<file path="config.mk">
export PLATFORM = sky130hd
export DESIGN_NAME = handshake_channel_arbiter
export DESIGN_NICKNAME = d
export VERILOG_FILES = /design/src/rtl/handshake_channel_arbiter.sv
export SDC_FILE = /design/constraint.sdc
export NUM_CORES = 1
export LEC_CHECK = 0
export BUFFER_PORTS_ARGS = -buffer_cell sky130_fd_sc_hd__buf_4
export CORE_ASPECT_RATIO = 2
export CORE_UTILIZATION = 45
export CTS_CLUSTER_SIZE = 30
export DETAILED_ROUTE_END_ITERATION = 12
export HOLD_SLACK_MARGIN = 0.1
export PLACE_DENSITY = 0.76
export SYNTH_ARGS = -nofsm -noshare
export SYNTH_HDL_FRONTEND = slang
export SYNTH_SLANG_ARGS = --single-unit
export TNS_END_PERCENT = 50
</file>
<file path="constraint.sdc">
create_clock -name clk -period 1.8 [get_ports clk]
set_clock_uncertainty 0.05 [all_clocks]
set_input_delay 0.54 -clock clk [delete_from_list [all_inputs] [get_ports clk]]
set_output_delay 0.54 -clock clk [all_outputs]
set_load 0.01 [all_outputs]
</file>
<file path="src/rtl/handshake_channel_arbiter.sv">
// Round-robin arbiter sharing one 4-phase handshake channel among N_REQ local writers,
// with peer-initiated reads taking priority and a write timeout against a silent peer.
module handshake_channel_arbiter #(
    parameter int N_REQ   = 4,
    parameter int DATA_W  = 8,
    parameter int TIMEOUT = 255
) (
    input  logic                      clk,
    input  logic                      reset,
    input  logic [N_REQ-1:0]          req,
    input  logic [N_REQ*DATA_W-1:0]   req_data,
    output logic [N_REQ-1:0]          gnt,
    output logic [N_REQ-1:0]          done,
    output logic [N_REQ-1:0]          err,
    output logic                      chan_req,
    output logic [DATA_W-1:0]         chan_wdata,
    input  logic                      chan_ack,
    input  logic [DATA_W-1:0]         chan_rdata,
    output logic [DATA_W-1:0]         rd_data,
    output logic                      rd_valid
);

    localparam int PW = (N_REQ > 1) ? $clog2(N_REQ) : 1;
    localparam int TW = (TIMEOUT > 1) ? $clog2(TIMEOUT + 1) : 1;

    typedef enum logic [2:0] {
        IDLE,
        WRITE,
        DONE,
        READ,
        ABORT
    } state_t;

    state_t            state;
    logic [PW-1:0]     ptr;
    logic [TW-1:0]     timer;

    logic              found;
    logic [PW-1:0]     win;
    logic [N_REQ-1:0]  win_oh;
    logic [DATA_W-1:0] win_data;
    logic [PW-1:0]     ptr_next;

    // Two passes: first requesters at/after the pointer, then wrap to those below it.
    always_comb begin
        found    = 1'b0;
        win      = '0;
        win_oh   = '0;
        win_data = '0;
        for (int unsigned i = 0; i < N_REQ; i++) begin
            if (!found && req[i] && (i >= 32'(ptr))) begin
                found    = 1'b1;
                win      = PW'(i);
                win_oh   = '0;
                win_oh[i] = 1'b1;
                win_data = req_data[i*DATA_W +: DATA_W];
            end
        end
        for (int unsigned i = 0; i < N_REQ; i++) begin
            if (!found && req[i]) begin
                found    = 1'b1;
                win      = PW'(i);
                win_oh   = '0;
                win_oh[i] = 1'b1;
                win_data = req_data[i*DATA_W +: DATA_W];
            end
        end
        ptr_next = (win == PW'(N_REQ - 1)) ? '0 : win + 1'b1;
    end

    always_ff @(posedge clk or negedge reset) begin
        if (!reset) begin
            state      <= IDLE;
            gnt        <= '0;
            chan_wdata <= '0;
            rd_data    <= '0;
            ptr        <= '0;
            timer      <= '0;
        end else begin
            case (state)
                IDLE: begin
                    if (chan_ack) begin
                        state   <= READ;
                        rd_data <= chan_rdata;
                    end else if (found) begin
                        state      <= WRITE;
                        gnt        <= win_oh;
                        chan_wdata <= win_data;
                        timer      <= '0;
                        ptr        <= ptr_next;
                    end
                end
                WRITE: begin
                    if (chan_ack) begin
                        state <= DONE;
                    end else if (timer == TW'(TIMEOUT - 1)) begin
                        state <= ABORT;
                    end else begin
                        timer <= timer + 1'b1;
                    end
                end
                DONE, ABORT: begin
                    if (!chan_ack) begin
                        state <= IDLE;
                        gnt   <= '0;
                    end
                end
                READ: begin
                    if (!chan_ack) state <= IDLE;
                end
                default: state <= IDLE;
            endcase
        end
    end

    // Decoded from state so an asynchronous reset drops the line at once.
    assign chan_req = (state == WRITE) || (state == READ);
    assign done     = gnt & {N_REQ{(state == DONE) && !chan_ack}};
    assign err      = gnt & {N_REQ{(state == ABORT) && !chan_ack}};
    assign rd_valid = (state == READ) && !chan_ack;

endmodule

</file>
Word-level counts from Yosys, hierarchy flattened
Cells that the tools add are included.
- bits of input ports: 47
- word-level logic and storage cells: 107
- output and inout bits: 30
- register bits after elaboration: 33
- equal/unequal tests: 14
- multiplexer cells: 47
- bitwise operators: 3
- order comparisons: 3
- $add $sub $neg: 2
- reduce and logical (&&, ||, !) cells: 32
- operators with widths (operator ; count):
    8-bit two-way mux ; 12
    4-bit two-way mux ; 9
    2-bit two-way mux ; 8
    8-bit one-hot mux with 2 select lines ; 1
    3-bit two-way mux ; 5
    1-bit logical AND ; 13
    2-bit inequality test, second input constant ; 6
    1-bit two-way mux ; 10
    3-bit one-hot mux with 3 select lines ; 1
    8-bit by 1-bit adder with 8-bit output, second input constant ; 1
    4-bit AND ; 2
    8-bit equality test, second input constant ; 1
    1-bit logical NOT ; 8
    4-bit one-hot mux with 2 select lines ; 1
    3-bit by 2-bit equality test with 1-bit output, second input constant ; 2
    3-bit inequality test, second input constant ; 2
    3-bit AND reduction ; 2
    5-bit AND reduction ; 1
    1-bit by 2-bit greater-or-equal comparator with 1-bit output, first input constant ; 2
    4-bit AND reduction ; 1
    2-bit nonzero test ; 2
    3-bit by 1-bit equality test with 1-bit output, second input constant ; 1
    3-bit equality test, second input constant ; 1
    3-bit logical NOT ; 1
    other kinds (8) ; 8

Longest topological paths before layout
Gate-level depths: netlist of run 1.
- depth after elaboration: 29
- gate-level depth with buffers: 8
- mapped depth without buffers: 7

Worst setup path before layout of run 1
OpenSTA, ideal clock, no wires.
- kind: input-to-reg
- start point: input req[2]
- end point: register chan_wdata[0]
- path slack: -0.204 ns
- data required time: 1.625 ns
- path buffers: 2
- arrival: 1.829 ns
- stages: 7
- cells stage by stage: buf_4 -> or4_4 -> and3_1 -> and2_1 -> buf_6 -> a22oi_2 -> o21ai_1
- word-level cells in the longest chain between the ends: 19
- ends and longest elaborated chain (item ; RTL line ; source):
    from (decl) ; 10 ; input logic [N_REQ-1:0] req,
    1-bit logical AND (2 in series) ; 51 ; if (!found && req[i] && (i >= 32'(ptr))) begin
    1-bit two-way mux ; 51 ;
    1-bit logical NOT ; 51 ;
    1-bit logical AND ; 51 ;
    1-bit two-way mux ; 51 ;
    1-bit logical NOT ; 60 ; if (!found && req[i]) begin
    1-bit logical AND ; 60 ;
    1-bit two-way mux ; 60 ;
    [... 2 more ...] ; - ;
    1-bit two-way mux ; 60 ;
    1-bit logical NOT ; 60 ;
    1-bit logical AND ; 60 ;
    1-bit two-way mux ; 60 ;
    1-bit logical NOT ; 60 ;
    1-bit logical AND ; 60 ;
    1-bit two-way mux ; 60 ;
    3-bit AND reduction (no source line) ; - ;
    to (signal assigned) ; 88 ; chan_wdata <= win_data;
    to (decl) ; 16 ; output logic [DATA_W-1:0] chan_wdata,
Several ways; a longest one is shown, not always the timed one.
A chain may end at the register's enable or synchronous reset.

Worst setup path in the final report of run 1
- start point: input chan_ack
- end point: output done[3]
- word-level cells in the longest chain between the ends: 3
- ends and longest elaborated chain (item ; RTL line ; source):
    from (decl) ; 17 ; input logic chan_ack,
    1-bit logical NOT ; 118 ; assign done = gnt & {N_REQ{(state == DONE) && !chan_ack}};
    1-bit logical AND ; 118 ;
    4-bit AND ; 118 ;
    to (decl) ; 13 ; output logic [N_REQ-1:0] done,
No other way between the ends.

==> summary.md, run 1 <==
| Metric | Value |
|---|---|
| Layout area overhead | 56.9% |
| Period utilization | 111% |
| Most frequent cells in the layout | buf_4 (103), dfrtp_1 (31), o21ai_0 (17), buf_6 (17), nand2_1 (12) |
| Worst skew pair latency | 280 ps |
| #FFs+latches synth | 33 |
| Syn nets | 289 |
| Setup CP Type | primary input to output pin |
| Final hold slack | 138 ps |
| Final setup violation count | 11 |
| Achievable clock frequency | 0.500 GHz |
| Vias | 2452 |
| Critical path startpoint category | primary input |
| PwrDens | 1140 mW/mm² |
| Post-synth EDFFs | 0 |
| Max-cap violations | 0 |
| Pin count of the biggest net entering global routing | 34 |
| Fillers | 346 |
| Slew headroom | between 70% and 80% |
| Root Driver | clkbuf_8 |
| I/O Buffers | 76 |
| Syn Inst Count | 240 |
| # rows | 35 |
| Antenna violations before repair | 0 |
| Num CTS Buffers | 5 |
| Post-layout min period | approximately 2000 ps |
| Routability cong. | 0.906 |
| Post-synthesis cell area | 0.00219 mm² |
| Critical Path Source | chan_ack |
| Reg2Reg Launch Point | ptr[1] |
| VDD IR-drop max | ~0.00073 V |
| RSZ-0062 raised after global routing | yes |
| Layout cell share with drive strength beyond 1 | 51.6% |
| Fin util | between 70% and 80% |
| Antenna Nets Post-Route | 0 |
| H-tree Lvls | 2 |
| YS warnings | 0 |
| Violated checks | negative setup slack |
| CTS clk-pin slew, worst paths | 80 ps |
| ANT cells | 0 |
| DRC Markers | 0 |
| Detailed Route Iter0 Violations | 62 |
| Final Hold Viols | 0 |
| Number of global-route vias before repair | 2389 |
| CTS Buffer Depth | 2 |
| TritonCTS clock tree | yes |
| Remaining global-route overflow | 0 |
| Initial Utilization | about 47% |
| Crit path max fanout | 4 |
| Max-slew violation count | 0 |
| Setup TNS | -1480 ps |
| Crit path DAT | 1410 ps |
| Syn_area_per_cell | 9.12 µm² |
| Min-Delay Path Class | primary input to async pin |
| Status | finished with violations |
| Final net count | 399 |
| Critical Path Sink Type | output pin |
| Io pins | 77 |
| Yosys cell types | 47 |
| Total GRT Usage | 29.4% |
| Worst-margin pin slew | between 400 and 500 ps |
| Cts hold-fix bufs | 0 |
| # clock sinks | 33 |
| Post-route worst setup slack | -200 ps |
| Router iterations before antenna repair | 4 |
| Core area | 0.00464 mm² |
| HPWL after DPL | just over 5000 µm |
| Layout Cells excl Fill | 406 |
| Crit path required time | 1210 ps |
| P_leak | 1.60 nW |
| Inst Count DP | 391 |
| Vias per cell | 6.04 |
| Global-route wire length before repair | 11300 µm |
| Routed wire length per instance | 17.8 µm |
| Most common cell after layout, fill and taps aside | buf_4 |
| Sequential area share after synthesis | between 30% and 40% |
| Most used flip-flop cell after synthesis | dfrtp_1 |
| WL final | 7220 µm |
| Ys async rst share | 100% |
| Die Span Y | 101 µm |
| DIE AREA | 0.00517 mm² |
| DIE WIDTH | 51.3 µm |
[report_power, final]
part           switching, W  leakage, nW  internal (W)
Sequential         0.000214        0.419      0.000989
Combinational      0.000915         1.12       0.00108
Clock              0.000279       0.0585      0.000452
[cell families (layout without fill, tap and decap cells)]
kind of cell    Yosys count  after routing  share of synthesized area, %
fa+ha+maj                 2              2                          1.14
flops                    33             33                          37.7
mux                       8              8                          4.11
compound gates           76             76                          24.6
xor+xnor                  4              4                          1.60
simple gates             90             90                          25.1
buf+inv                  27            138                          5.71
[layer usage]
layer / GRT usage, % / wire, µm / vias to the layer above
met5: 0 / 0 / -
met2: 54.4 / 4070 / 127
met4: 15.4 / 324 / 0
met3: 3.92 / 353 / 29
met1: 30.9 / 2470 / 1183
li1: - / - / 1113
[stage by stage]
stage / cell area [µm²] / setup WS, ps / total power (W)
global placement: 3080 / -214 / 0.00295
detailed placement: 3080 / -243 / 0.00300
CTS: 3370 / -192 / 0.00383
finish: 3440 / -200 / 0.00392
floorplan: 2220 / -73.9 / 0.00210
global route: 3440 / -231 / 0.00415
[final cells by class]
type	instances	area, µm²	share of cell area [%]
sequential	33	828	24.1
clock buffer	7	86.3	2.51
clock inverter	1	30.0	0.874
inverter	7	26.3	0.765
tap	55	68.8	2.00
multi-input combinational	180	1380	40.1
timing repair buffer	123	1020	29.7
[worst paths after layout]
kind,slack [ps],to,cells past startpoint
worst max-delay path,-200,done[3],6
worst max register to register,-30,chan_wdata[4],6
min in group clk,440,chan_wdata[2],3
worst min register to register,460,rd_data[7],1
worst min-delay path,140,rd_data[3],1
max in group asynchronous,1220,state[0],1
[critical path, cell delays in order]
cell,delay [ps]
buf_8,100
buf_6,110
nor4_4,260
buf_4,160
and2_4,140
buf_6,90
[registers in the layout, summed over array words and instances, names as in the netlist]
register,flops
chan_wdata,8
rd_data,8
timer,8
gnt,4
state,3
ptr,2
[repair_timing]
item	CTS	global route
pin swaps	7	6
setup buffers	6	1
gates cloned	0	0
resized for setup	36	17
endpoints found under the setup margin	14	23
[Yosys cell counts, types with 7 or more instances]
cell	n	area (µm²)
o21ai_0	18	90.1
dfrtp_1	33	826
nand3_1	7	35.0
a32o_1	8	80.1
nor2_1	12	45.0
a21oi_1	9	45.0
inv_1	7	26.3
and2_1	9	56.3
nor3_1	11	55.1
o21ai_1	10	50.1
mux2_2	8	90.1
nand2_1	12	45.0
a31oi_1	9	56.3
clkbuf_1	13	48.8
and3_1	9	56.3
and3b_1	7	61.3
a22oi_2	7	87.6
Power figures use the tool's default switching activity.
==> run 2, diff against run 1 <==
--- a/config.mk
+++ b/config.mk
@@ -6,7 +6,7 @@
 export NUM_CORES = 1
 export LEC_CHECK = 0
 export BUFFER_PORTS_ARGS = -buffer_cell sky130_fd_sc_hd__buf_4
-export CORE_ASPECT_RATIO = 2
+export CORE_ASPECT_RATIO = 1.75
 export CORE_UTILIZATION = 45
 export CTS_CLUSTER_SIZE = 30
 export DETAILED_ROUTE_END_ITERATION = 12
==> run 2 against run 1 <==
Clock power shrank 1%. Largest cell class unchanged. Sequential share of layout area is 0.79 points higher. Wire length down 5.7%. Count of clock-buffer cells in the layout is 2 lower. Design area is 3.0% lower. Total power down 4.3%. Sequential power is essentially flat. Worst hold slack got worse by 6.6 ps. The flow still finishes with violations (negative setup slack).
==> summary.md, run 2 (synthesis results as in run 1) <==
| Metric | Value |
|---|---|
| Worst-margin pin slew | ~440 ps |
| Io pins | 77 |
| HPWL after DPL | 4830 µm |
| Final Hold Viols | 0 |
| Internal power | 0.00237 W |
| Final hold slack | 131 ps |
| VDD IR-drop max | between 0.0007 and 0.0008 V |
| Layout area overhead | 52.2% |
| WP buf/inv | 2 |
| Setup CP Type | register to output pin |
| Vias per cell | around 6 |
| Max-slew violation count | 0 |
| Crit path DAT | 1390 ps |
| Final setup violation count | 9 |
| Most common cell after layout, fill and taps aside | buf_4 |
| Status | finished with violations |
| Seq pwr share | 32.1% |
| Crit path max fanout | 5 |
| Top Registers | chan_wdata (8), rd_data (8), timer (8) |
| Post-layout min period | 1980 ps |
| Period utilization | 110% |
| RSZ-0062 raised after global routing | yes |
| Total GRT Usage | 28.1% |
| CP Cell Sequence | nor4_2 > buf_4 > and2_4 > buf_6 |
| # rows | 33 |
| CTS Buffer Depth | 2 |
| Critical Path Sink Type | output pin |
| Layout cell share with drive strength beyond 1 | 49.6% |
| CP max stage delay | 450 ps |
| Remaining global-route overflow | 0 |
| Routability cong. | 0.968 |
| Detailed Route Iter0 Violations | 68 |
| Clock Power Share | 19.2% |
| # clock sinks | 33 |
| CTS clk-pin slew, worst paths | approximately 80 ps |
| Antenna Nets Post-Route | 0 |
| Slew headroom | 70.6% |
| Vias | about 2.4k |
| Number of global-route vias before repair | approximately 2.4k |
| Cts hold-fix bufs | 0 |
| I/O Buffers | 76 |
| DIE AREA | 0.00516 mm² |
| Sw Ratio | a little under two fifths |
| Achievable clock frequency | 0.505 GHz |
| Pin count of the biggest net entering global routing | 34 |
| Global-route wire length before repair | 10700 µm |
| Max-cap violations | 0 |
| ANT cells | 0 |
| P_leak | 1.54 nW |
| Critical path's slowest cell | dfrtp_2 |
| DRC Markers | 0 |
| Net Switching | 0.00138 W |
| PwrDens | between 1000 and 1500 mW/mm² |
| Most frequent cells in the layout | buf_4 (107), dfrtp_1 (30), o21ai_0 (18), nand2_1 (12) |
| TritonCTS clock tree | yes |
| Antenna violations before repair | 0 |
| Delay-heaviest family, CP | flip-flops |
| Worst skew pair latency | 290 ps |
| Place WS | -288 ps |
| Final net count | roughly 400 |
| Die Span Y | 94.3 µm |
| Num CTS Buffers | 5 |
| Root Driver | clkbuf_8 |
| Crit path required time | 1210 ps |
| DIE WIDTH | 54.7 µm |
| Comb pwr share | 48.7% |
| Post-route worst setup slack | -179 ps |
| Violated checks | negative setup slack |
| Routed wire length per instance | 17.1 µm |
| H-tree Lvls | 2 |
| Critical path startpoint category | register |
| Core area | 0.00467 mm² |
| Min-Delay Path Class | primary input to async pin |
| Initial Utilization | between 40% and 50% |
| Router iterations before antenna repair | 4 |
| WL final | 6810 µm |
-- run 2: cell count changes in the layout (fill, tap and decap cells not counted), moves of 2 or more --
cell,previous run,this run
buf_6,17,9
or3_4,2,0
buf_4,103,107
or3_1,0,2
-- run 2: cell type report --
type                            instances  area, µm²
Clock buffer                            5       68.8
Timing Repair Buffer                  118        945
Inverter                                7       26.3
Multi-Input combinational cell        181       1350
Clock inverter                          3       46.3
Sequential cell                        33        830
Tap cell                               52       65.1
Fill cell                             363       1330
-- run 2: path summary, 6_finish.rpt --
path                                from  cells past startpoint  slack (ps)             to
hold reg to reg               rd_data[4]                      1         460     rd_data[4]
setup reg to reg                state[1]                      8          10       timer[7]
max in group asynchronous          reset                      1        1220       state[0]
min in group clk           chan_rdata[5]                      2         430     rd_data[5]
setup / recovery                state[2]                      4        -180        done[3]
hold / removal                     reset                      1         130  chan_wdata[1]
-- run 2: power groups by stage --
| stage | registers, W | clock network (W) | logic [W] |
|---|---|---|---|
| 2_1_floorplan | 0.00123 | 0 | 0.000875 |
| 3_3_place_gp | 0.00119 | 0 | 0.00170 |
| 3_5_place_dp | 0.00120 | 0 | 0.00173 |
| 4_1_cts | 0.00119 | 0.000729 | 0.00178 |
| 5_1_grt | 0.00123 | 0.000765 | 0.00199 |
| 6_report | 0.00121 | 0.000720 | 0.00183 |
-- run 2: worst reg2reg max path: stages (launching register included) --
cell	delay, ps
dfrtp_2	420
buf_4	130
buf_4	150
nor3_2	170
buf_4	170
o221ai_4	120
nor3_1	270
xnor2_1	150
nor2_1	50
-- run 2: metrics by stage --
stage	cell area (µm²)	total power, W	util [%]	instances	setup TNS [ps]
4_1_cts	3250	0.00370	69.6	396	-1050
5_1_grt	3330	0.00398	71.4	399	-2410
3_5_place_dp	3050	0.00294	65.3	384	-5860
6_report	3330	0.00375	71.4	399	-1240
3_3_place_gp	3050	0.00289	65.3	384	-5190
2_1_floorplan	2220	0.00210	-	240	-1050
-- run 2: timing repair --
item	in CTS	in global routing
buffers inserted	4	2
cloned	0	1
endpoints found under the setup margin	10	23
pin swaps	2	6
resized for setup	19	14
-- run 2: layer usage --
metal	vias to the layer above	wire length, µm	global-route usage (%)
li1	1114	-	-
met1	1158	2490	31.2
met2	110	3770	49.1
met3	23	336	3.24
met4	0	207	14.7
met5	-	0	0
==> run 3, diff against run 2 <==
--- a/config.mk
+++ b/config.mk
@@ -10,6 +10,7 @@
 export CORE_UTILIZATION = 45
 export CTS_CLUSTER_SIZE = 30
 export DETAILED_ROUTE_END_ITERATION = 12
+export GPL_TIMING_DRIVEN = 0
 export HOLD_SLACK_MARGIN = 0.1
 export PLACE_DENSITY = 0.76
 export SYNTH_ARGS = -nofsm -noshare
==> run 3 against run 2 <==
Final cell count shrank 5.0%. Critical endpoint unchanged. Critical path depth is 1 lower. The flow still finishes with violations (negative setup slack). Global-route usage fell by 1.0 points. Worst hold slack worse by 5.9 ps. First-iteration DRC count is 12% lower. Sequential share of layout area increased by 1.5 points. Largest cell class unchanged. Wire length shrank 6.2%. Die area stayed put. Core utilization shrank 4.1 points. Count of clock-buffer cells in the layout is the same. Critical path type unchanged. Total power decreased by 6.2%.
==> summary.md, run 3 (synthesis results as in run 1) <==
| Metric | Value |
|---|---|
| DRC Markers | 0 |
| Fin util | 67.3% |
| Seq pwr share | 33.3% |
| Clock Power Share | 15.8% |
| HPWL after DPL | 4470 µm |
| Net Switching | about 0.0014 W |
| Max-slew violation count | 0 |
| Final Power | 0.00352 W |
| WL final | 6380 µm |
| Max-cap violations | 0 |
| Io pins | 77 |
| Die Span Y | 94.3 µm |
| CP max stage delay | 450 ps |
| Post-layout min period | approximately 1900 ps |
| # clock sinks | 33 |
| P_leak | about 1.4 nW |
| DIE AREA | 0.00516 mm² |
| Place WS | -400 ps |
| Most common cell after layout, fill and taps aside | buf_4 |
| Setup CP Type | register to output pin |
| Remaining global-route overflow | 0 |
| Critical Path Sink Type | output pin |
| CTS Buffer Depth | 2 |
| Initial Utilization | 46.9% |
| Most frequent cells in the layout | buf_4 (82), dfrtp_1 (30), o21ai_0 (18), nand2_1 (12), nor2_1 (10) |
| PwrDens | 1120 mW/mm² |
| Final Hold Viols | 0 |
| Dpl cell area | 0.00284 mm² |
| Crit path max fanout | 4 |
| Vias per cell | 5.94 |
| I/O Buffers | 74 |
| Final Instance Area | 0.00314 mm² |
| Antenna violations before repair | 0 |
| # rows | 33 |
| H-tree Lvls | 2 |
| Vias | 2250 |
| ANT cells | 0 |
| Critical path's slowest cell | dfrtp_2 |
| Number of global-route vias before repair | around 2.2k |
| Worst skew pair latency | 290 ps |
| Router iterations before antenna repair | 4 |
| Core area | 0.00467 mm² |
| Worst-margin pin slew | 556 ps |
| Achievable clock frequency | about 0.53 GHz |
| Layout area overhead | 43.5% |
| Met1 WL | 2290 µm |
| TritonCTS clock tree | yes |
| Cts hold-fix bufs | 0 |
| Sw Ratio | 38.5% |
| Total GRT Usage | 27.1% |
| Period utilization | 105% |
| RSZ-0062 raised after global routing | yes |
| VDD IR-drop max | a little under 0.0008 V |
| Min-Delay Path Class | primary input to async pin |
| Comb pwr share | 50.9% |
| Reg2reg setup slack | -40 ps |
| Num CTS Buffers | 5 |
| Slew headroom | roughly 63% |
| Critical path startpoint category | register |
| CP Cell Sequence | nor4_4 > and2_1 > buf_4 |
| Highest routed metal layer | met4 |
| CTS clk-pin slew, worst paths | 80 ps |
| DIE WIDTH | 54.7 µm |
| Top Registers | chan_wdata (8), rd_data (8), timer (8) |
| Detailed Route Iter0 Violations | 60 |
| Crit path DAT | 1300 ps |
| Status | finished with violations |
| Antenna Nets Post-Route | 0 |
| Post-route worst setup slack | -87.3 ps |
| Routed wire length per instance | 16.8 µm |
| Internal power | approximately 0.0022 W |
| Final setup violation count | 20 |
| Final net count | 375 |
| Violated checks | negative setup slack |
| Crit path required time | roughly 1200 ps |
| Pin count of the biggest net entering global routing | 34 |
| Root Driver | clkbuf_8 |
| WL met2 | 3550 µm |
| Routability cong. | 0.909 |
| Routed wl met3 | 366 µm |
| Final hold slack | 125 ps |
| Layout cell share with drive strength beyond 1 | 46.2% |
| Global-route wire length before repair | approximately 10000 µm |
[run 3: cell count changes in the layout (fill, tap and decap cells not counted), sizes merged]
cell	change
buf	-30
bufinv	-1
clkbuf	+11
clkinv	+1
o221ai	-1
[run 3: power by group through the flow]
stage / sequential, W / clock, W / combinational (W)
after floorplan: 0.00123 / 0 / 0.000875
after global routing: 0.00121 / 0.000590 / 0.00194
after CTS: 0.00117 / 0.000564 / 0.00170
after detailed placement: 0.00116 / 0 / 0.00162
final: 0.00117 / 0.000557 / 0.00179
after global placement: 0.00115 / 0 / 0.00159
[run 3: final cells by class]
cell class,count,area [µm²]
Clock buffer,5,68.8
Sequential cell,33,830
Fill cell,409,1520
Clock inverter,3,17.5
Inverter,7,28.8
Buffer,16,114
Tap cell,52,65.1
Timing Repair Buffer,83,638
Multi-Input combinational cell,180,1380
[run 3: timing repair]
| action | CTS | global route |
|---|---|---|
| hold endpoints to repair | 0 | 0 |
| setup buffers | 8 | 1 |
| pin swaps | 7 | 3 |
| gates resized for setup | 33 | 21 |
| endpoints found under the setup margin | 29 | 34 |
[run 3: routing by layer]
| metal | vias to the layer above | track usage, % |
|---|---|---|
| met5 | - | 0 |
| met4 | 0 | 13.9 |
| met3 | 15 | 3.07 |
| met2 | 107 | 48.1 |
| met1 | 1059 | 29.5 |
| li1 | 1069 | - |
[run 3: stage by stage]
step / TNS [ps] / cells
after floorplan: -1050 / 240
after global placement: -10920 / 366
after detailed placement: -10960 / 366
after CTS: -901 / 378
after global routing: -2730 / 379
final: -869 / 379
[run 3: path summary, 6_finish.rpt]
| check | start | endpoint | depth (start not counted) |
|---|---|---|---|
| setup / recovery | state[0] | done[3] | 3 |
| hold / removal | reset | chan_wdata[1] | 1 |
| setup reg to reg | state[2] | timer[6] | 7 |
| hold reg to reg | rd_data[4] | rd_data[4] | 1 |
| max in group asynchronous | reset | state[1] | 1 |
| min in group clk | req_data[19] | chan_wdata[3] | 3 |
[run 3: critical path, delay by kind of cell, from the launching register on]
kind          cells  cell delay (ps)
buf+inv           1              110
flops             1              450
simple gates      2              440
